File: src/rtl/reg_access_sequencer.sv
// Sequences write / single-read / pair-read commands onto a two-read, one-write register file.
// Optional SAME_ADDR_MERGE_EN: a same-address pair read uses one read strobe instead of two.
module reg_access_sequencer #(
  parameter int unsigned DATA_WIDTH = 16
) (
  input  logic                  clk,
  input  logic                  resetn,
  input  logic                  cmd_valid,
  output logic                  cmd_ready,
  input  logic [1:0]            cmd_op,
  input  logic [4:0]            cmd_addr_a,
  input  logic [4:0]            cmd_addr_b,
  input  logic [DATA_WIDTH-1:0] cmd_wdata,
  output logic                  rsp_valid,
  input  logic                  rsp_ready,
  output logic [DATA_WIDTH-1:0] rsp_data_a,
  output logic [DATA_WIDTH-1:0] rsp_data_b,
  output logic                  rsp_err,
  output logic [DATA_WIDTH-1:0] din,
  output logic [4:0]            wad1,
  output logic [4:0]            rad1,
  output logic [4:0]            rad2,
  output logic                  wen1,
  output logic                  ren1,
  output logic                  ren2,
  input  logic [DATA_WIDTH-1:0] dout1,
  input  logic [DATA_WIDTH-1:0] dout2,
  input  logic                  collision
);

  typedef enum logic [2:0] {StIdle, StIssue, StIssueB, StWait, StResp} state_e;

  localparam logic [1:0] OpWrite = 2'b00;
  localparam logic [1:0] OpRead  = 2'b01;
  localparam logic [1:0] OpPair  = 2'b10;

`ifdef SAME_ADDR_MERGE_EN
  localparam bit MergeEn = 1'b1;
`else
  localparam bit MergeEn = 1'b0;
`endif

  state_e                state_q, state_d;
  logic [1:0]            op_q, op_d;
  logic [4:0]            addr_a_q, addr_a_d;
  logic [4:0]            addr_b_q, addr_b_d;
  logic [DATA_WIDTH-1:0] wdata_q, wdata_d;
  logic                  col_q, col_d;
  logic [DATA_WIDTH-1:0] rsp_data_a_q, rsp_data_a_d;
  logic [DATA_WIDTH-1:0] rsp_data_b_q, rsp_data_b_d;
  logic                  rsp_err_q, rsp_err_d;

  logic same_addr;
  logic is_read;
  logic split;

  assign same_addr = (addr_a_q == addr_b_q);
  assign is_read   = (op_q == OpRead) || (op_q == OpPair);
  // Same-address pair read without merging is serialised across ISSUE and ISSUE_B.
  assign split     = (op_q == OpPair) && same_addr && !MergeEn;

  always_comb begin
    state_d      = state_q;
    op_d         = op_q;
    addr_a_d     = addr_a_q;
    addr_b_d     = addr_b_q;
    wdata_d      = wdata_q;
    col_d        = col_q;
    rsp_data_a_d = rsp_data_a_q;
    rsp_data_b_d = rsp_data_b_q;
    rsp_err_d    = rsp_err_q;
    cmd_ready    = 1'b0;
    wen1         = 1'b0;
    ren1         = 1'b0;
    ren2         = 1'b0;
    wad1         = '0;
    rad1         = '0;
    rad2         = '0;
    din          = '0;

    unique case (state_q)
      StIdle: begin
        cmd_ready = 1'b1;
        if (cmd_valid) begin
          op_d     = cmd_op;
          addr_a_d = cmd_addr_a;
          addr_b_d = cmd_addr_b;
          wdata_d  = cmd_wdata;
          col_d    = 1'b0;
          state_d  = StIssue;
        end
      end

      StIssue: begin
        col_d = col_q | (is_read & collision);
        unique case (op_q)
          OpWrite: begin
            wen1    = 1'b1;
            wad1    = addr_a_q;
            din     = wdata_q;
            state_d = StIdle;
          end
          OpRead: begin
            ren1    = 1'b1;
            rad1    = addr_a_q;
            state_d = StWait;
          end
          OpPair: begin
            ren1 = 1'b1;
            rad1 = addr_a_q;
            if (!same_addr) begin
              ren2 = 1'b1;
              rad2 = addr_b_q;
            end
            state_d = split ? StIssueB : StWait;
          end
          default: state_d = StIdle;
        endcase
      end

      StIssueB: begin
        ren2         = 1'b1;
        rad2         = addr_b_q;
        col_d        = col_q | collision;
        // dout1 from the ISSUE strobe is only valid now, so take it here.
        rsp_data_a_d = dout1;
        state_d      = StWait;
      end

      StWait: begin
        rsp_err_d = col_q | collision;
        if (!split) begin
          rsp_data_a_d = dout1;
        end
        if (op_q == OpPair) begin
          rsp_data_b_d = (same_addr && !split) ? dout1 : dout2;
        end else begin
          rsp_data_b_d = '0;
        end
        state_d = StResp;
      end

      StResp: begin
        if (rsp_ready) begin
          state_d = StIdle;
        end
      end

      default: state_d = StIdle;
    endcase
  end

  always_ff @(posedge clk) begin
    if (!resetn) begin
      state_q      <= StIdle;
      op_q         <= '0;
      addr_a_q     <= '0;
      addr_b_q     <= '0;
      wdata_q      <= '0;
      col_q        <= 1'b0;
      rsp_data_a_q <= '0;
      rsp_data_b_q <= '0;
      rsp_err_q    <= 1'b0;
    end else begin
      state_q      <= state_d;
      op_q         <= op_d;
      addr_a_q     <= addr_a_d;
      addr_b_q     <= addr_b_d;
      wdata_q      <= wdata_d;
      col_q        <= col_d;
      rsp_data_a_q <= rsp_data_a_d;
      rsp_data_b_q <= rsp_data_b_d;
      rsp_err_q    <= rsp_err_d;
    end
  end

  assign rsp_valid  = (state_q == StResp);
  assign rsp_data_a = rsp_data_a_q;
  assign rsp_data_b = rsp_data_b_q;
  assign rsp_err    = rsp_err_q;

endmodule

File: config.mk
export PLATFORM = sky130hd
export DESIGN_NAME = reg_access_sequencer
export DESIGN_NICKNAME = d
export VERILOG_FILES = /design/src/rtl/reg_access_sequencer.sv
export SDC_FILE = /design/constraint.sdc
export NUM_CORES = 1
export LEC_CHECK = 0
export CAP_MARGIN = 20
export CORE_UTILIZATION = 32
export CTS_CLUSTER_SIZE = 30
export DETAILED_ROUTE_END_ITERATION = 16
export PLACE_DENSITY = 0.71
export SYNTH_ARGS = -nofsm -noshare
export SYNTH_HDL_FRONTEND = slang
export SYNTH_SLANG_ARGS = --single-unit
File: constraint.sdc
create_clock -name clk -period 2.05 [get_ports clk]
set_clock_uncertainty 0.1 [all_clocks]
set_input_delay 0.41 -clock clk [delete_from_list [all_inputs] [get_ports clk]]
set_output_delay 0.41 -clock clk [all_outputs]
set_load 0.02 [all_outputs]
Word-level counts from Yosys, hierarchy flattened. Cells that the tools add are included.

$add $sub $neg: 0. Multiply operators: 0. Divide/modulo/power cells: 0. Magnitude comparators: 0. Equal/unequal tests: 10. Shift-type cells: 0. Mux-type cells: 28. Bitwise operators: 3. Reduce and logical (&&, ||, !) cells: 13.

Operator list (count): two-way mux 16 bit (5); case mux 16 bit (2 select lines) (1); two-way mux 5 bit (6); case mux 3 bit (5 select lines) (1); case mux 5 bit (2 select lines) (1); two-way mux 1 bit (9); AND reduction 2 bit (4); == test 3 x 2 -> 1 bit, second input constant (2); two-way mux 3 bit (2); == test 5 bit (1); != test 2 bit, second input constant (2); case mux 2 bit (2 select lines) (1); == test 3 x 1 -> 1 bit, second input constant (1); == test 3 bit, second input constant (1); logical NOT 3 bit (1); case mux 1 bit (3 select lines) (1); nonzero test 3 bit (1); == test 2 x 1 -> 1 bit, second input constant (1); == test 2 bit, second input constant (1); logical AND 1 bit (2); logical NOT 2 bit (1); != test 2 x 1 -> 1 bit, second input constant (1); OR 1 bit (2); case mux 1 bit (2 select lines) (1); 5 further kinds (5).

Register bits: 65. Latch bits: 0. Bits in writable memories: 0. Bits in read-only memories: 0. Input port bits: 65. Memories: 0.

Logic depth before layout (Yosys ltp).
Depth after elaboration: 6. Gate-level depth with buffers: 9.

Worst setup path after synthesis. No wires, ideal clock.

Kind: register -> output. Start: register state_q[1]. End: output rad2[0]. Data arrival time: 1.701 ns. Path slack: -0.161 ns. Cell stages (with the launch flop): 5. Path buffers: 1. Cells stage by stage: dfxtp_1 clkbuf_2 inv_1 o311ai_1 and2_1.

Word-level cells in the longest chain between the ends: 2.

Ends and longest elaborated chain: from (decl) (line 43) `state_e state_q, state_d;`; from (signal assigned) (line 155) `state_q <= StIdle;`; from (signal assigned) (line 165) `state_q <= state_d;`; == test 3 x 2 -> 1 bit or == test 3 x 1 -> 1 bit (tied branches) (line 81) `unique case (state_q)`; case mux 5 bit (2 select lines) (*) (line 81); to (decl) (line 22) `output logic [4:0] rad2,`.

Every way passes the cells marked *; elsewhere a longest branch is shown, timed or not.

Final worst setup path.
Start: register op_q[0]. End: output rad2[0].

Word-level cells in the longest chain between the ends: 3.

Ends and longest elaborated chain: from (decl) (line 44) `logic [1:0] op_q, op_d;`; from (signal assigned) (line 166) `op_q <= op_d;`; == test 2 bit (line 96) `unique case (op_q)`; two-way mux 5 bit (line 96); case mux 5 bit (2 select lines) (line 81).

No other way between the ends.

==> out/metrics.yaml <==
pwr:
  switching_power_w: 0.000899
  p_per_area_nw_per_um2: 589
  p_int_w: 0.00228
  clkPwrFrac_pct: 32.0
  ir_worst_vdd_v: 0.000421
  switching_share_pct: 28.2
  seq_power_share_pct: 42.5
  comb_power_share_pct: 25.5
  p_leak_nw: 2.02
  total_power_w: 0.00318
clock_tree:
  clockBufferDepth: 2
  cts_tree: "built"
  cts_num_sinks: 65
  clock_latency_ps: 330
  numCtsBuffers: 9
  path_clk_slew_ps: 70
  cts_max_level: 3
  cts-root-buf: "clkbuf_8"
  hold_buffers: 0
worst_hold_path:
  hold_path_class: "register to register"
die:
  num_rows: 35
  design.core.area_sq_um: 9370
  chipWidth_um: 101
  initial_core_util_pct: 33.5
  ios: 134
  dieArea_sq_um: 10200
  die_h_um: 101
yosys:
  synth.top_cell.area_share_pct: 41.4
  ys_ff_latch: 65
  synth.distinct_cells: 35
  yosysMostFrequentCell: "nand2_1"
  synthTopCellsByCount: "nand2_1, dfxtp_1, a21boi_0"
  seq_area_frac_synth_pct: 41.4
  ys_top_cells_by_area: "dfxtp_1, nand2_1, a21boi_0, and3_1, nand3_1"
  syn-instance-count: 391
  yosys.area.top_type: "dfxtp_1"
  syn_avg_cell_area_sq_um: 8.04
  ys_warn_count: 0
  synthFlopType: "dfxtp_1"
  synth_edf_count: 0
  syn-cell-area_sq_um: 3140
  syn_nets: 459
  synth-async-reset-ratio_pct: 0
sta:
  min_period_over_period_pct: 112
  rsz0062_at_grt: "true"
  holdWs_ps: 364
  timing_hold_violations_final: 0
  slew_headroom_pct: 60.9
  fin_crit_ps: 2300
  finalSetupViolCount: 34
  slew_violations: 0
  worst_slack_ps: -246
  tns_ps: -3910
  tightest_slew_ps: 585
  fmax_mhz: 436
worst_setup_path:
  worstReg2RegEnd: "rsp_data_a[15]$_SDFFE_PN0P_"
  rrSetupSlack_ps: 120
  critPathRequiredTime_ps: 1540
  crit_fanout: 6
  critPathKind: "register to output pin"
  reg2reg_depth: 8
  crit_path_end: "rad2[0]"
  startpoint_type: "register"
  cp-end-kind: "output pin"
  startpoint: "op_q[0]$_SDFFE_PN0P_"
  cp.arrival_ps: 1790
  timing.rr.start: "op_q[0]$_SDFFE_PN0P_"
final_layout:
  final_cells: 685
  syn_to_final_growth_pct: 72.0
  drive_gt1_share_pct: 28.1
  antennaDiodeCount: 0
  fin_nets: 620
  stdcell_area_sq_um: 5410
detailed_routing:
  postRouteAntennaNets: 0
  vias: 3334
  drt_iter0_drc: 104
  routedWlPerCell_um: 15.0
  viasPerCell: 4.87
  drc: 0
  wl_um: 10300
  first_pass_iters: 4
grt:
  antenna_found_initial: 0
  grt_pass1_vias: 3403
  globalRouteTotalUtil_pct: 20.2
  grt_max_degree: 52
  overflow: 0
  grt_pass1_wl_um: 16200
run:
  maxCapViolations: 0
placement:
  place_area_sq_um: 4820
  placed_cells: 654
  post-dp-hpwl_um: 6720
  portBuffers: 133
  routabilityCongestion: 0.734
run_status:
  violations: "setup timing"
  status: "finished with violations"
==> registers in the layout (all words and copies together), names as in the netlist <==
signal      count
rsp_data_a     16
rsp_data_b     16
addr_b_q        5
addr_a_q        5
rsp_err         1
col_q           1
op_q            2
state_q         3
wdata_q        16
==> how the worst min path moves through the flow <==
stage | start | end | slack [ps] | cells after the start
after floorplan | wdata_q[10]$_SDFFE_PN0P_ | wdata_q[10]$_SDFFE_PN0P_ | 330 | 2
after global placement | wdata_q[9]$_SDFFE_PN0P_ | wdata_q[9]$_SDFFE_PN0P_ | 340 | 2
after detailed placement | wdata_q[13]$_SDFFE_PN0P_ | wdata_q[13]$_SDFFE_PN0P_ | 350 | 2
after CTS | wdata_q[9]$_SDFFE_PN0P_ | wdata_q[9]$_SDFFE_PN0P_ | 360 | 2
after global routing | wdata_q[3]$_SDFFE_PN0P_ | wdata_q[3]$_SDFFE_PN0P_ | 390 | 2
final | rsp_data_b[1]$_SDFFE_PN0P_ | rsp_data_b[1]$_SDFFE_PN0P_ | 360 | 2
==> per-layer routing <==
layer  global-route usage (%)  part of all wire (%)
met1                     24.6                    43
met2                     33.9                    50
met3                     6.38                   5.8
met4                     6.13                   1.2
met5                        0                     0
==> placed cells by master (no fill, tap or decap), types with 3 or more instances in the layout <==
| cell type | n |
|---|---|
| buf_12 | 3 |
| dfxtp_1 | 60 |
| buf_4 | 40 |
| o2111ai_1 | 16 |
| dfxtp_2 | 5 |
| clkinv_2 | 3 |
| nand2_1 | 91 |
| and3_4 | 25 |
| a21boi_1 | 9 |
| nand3_1 | 32 |
| xor2_1 | 5 |
| inv_1 | 3 |
| buf_6 | 41 |
| clkbuf_8 | 9 |
| a21boi_0 | 36 |
| nor2_1 | 18 |
| o211ai_1 | 16 |
| and2_4 | 7 |
| clkdlybuf4s50_1 | 96 |
==> cell type report <==
type	count	area, sq um
Clock buffer	11	131
Timing Repair Buffer	186	1870
Fill cell	845	3970
Sequential cell	65	1310
Inverter	5	18.8
Multi-Input combinational cell	285	1880
Tap cell	129	161
Clock inverter	4	45.0
==> cell families (layout without fill, tap and decap cells) <==
logic type / after synthesis / in the layout / synth area share, %
flip-flops: 65 / 65 / 41.4
AO/OA/AOI/OAI: 86 / 86 / 21.0
AND/OR/NAND/NOR: 191 / 191 / 28.9
adder cells (fa/ha/maj): 3 / 3 / 1.19
buffers and inverters: 41 / 206 / 6.13
XOR/XNOR: 5 / 5 / 1.39
==> power groups by stage <==
stage	sequential (W)	clock [W]	combinational, W
after floorplan	0.00138	0	0.000329
after global placement	0.00137	0	0.000680
after detailed placement	0.00138	0	0.000687
after CTS	0.00135	0.00106	0.000782
after global routing	0.00136	0.00111	0.000873
final	0.00135	0.00102	0.000810
==> worst max-delay path, cell delays in order, from the launching register on <==
cell and delay [ps]:
dfxtp_2 330, inv_2 80, ha_4 130, nor4bb_4 270, o21ai_2 130, o311ai_4 170, and2_4 230, buf_6 120
==> timing repair <==
item,CTS,global route
cloned,2,1
pin swaps,15,10
setup endpoints to repair,52,37
setup buffers,10,7
resized for setup,238,29
==> stage by stage <==
stage,setup WS [ps],util (%)
5_1_grt,-339,57.7
2_1_floorplan,20.9,-
6_report,-246,57.7
4_1_cts,-246,56.6
3_5_place_dp,-560,51.5
3_3_place_gp,-434,51.5
Power figures use the tool's default switching activity.
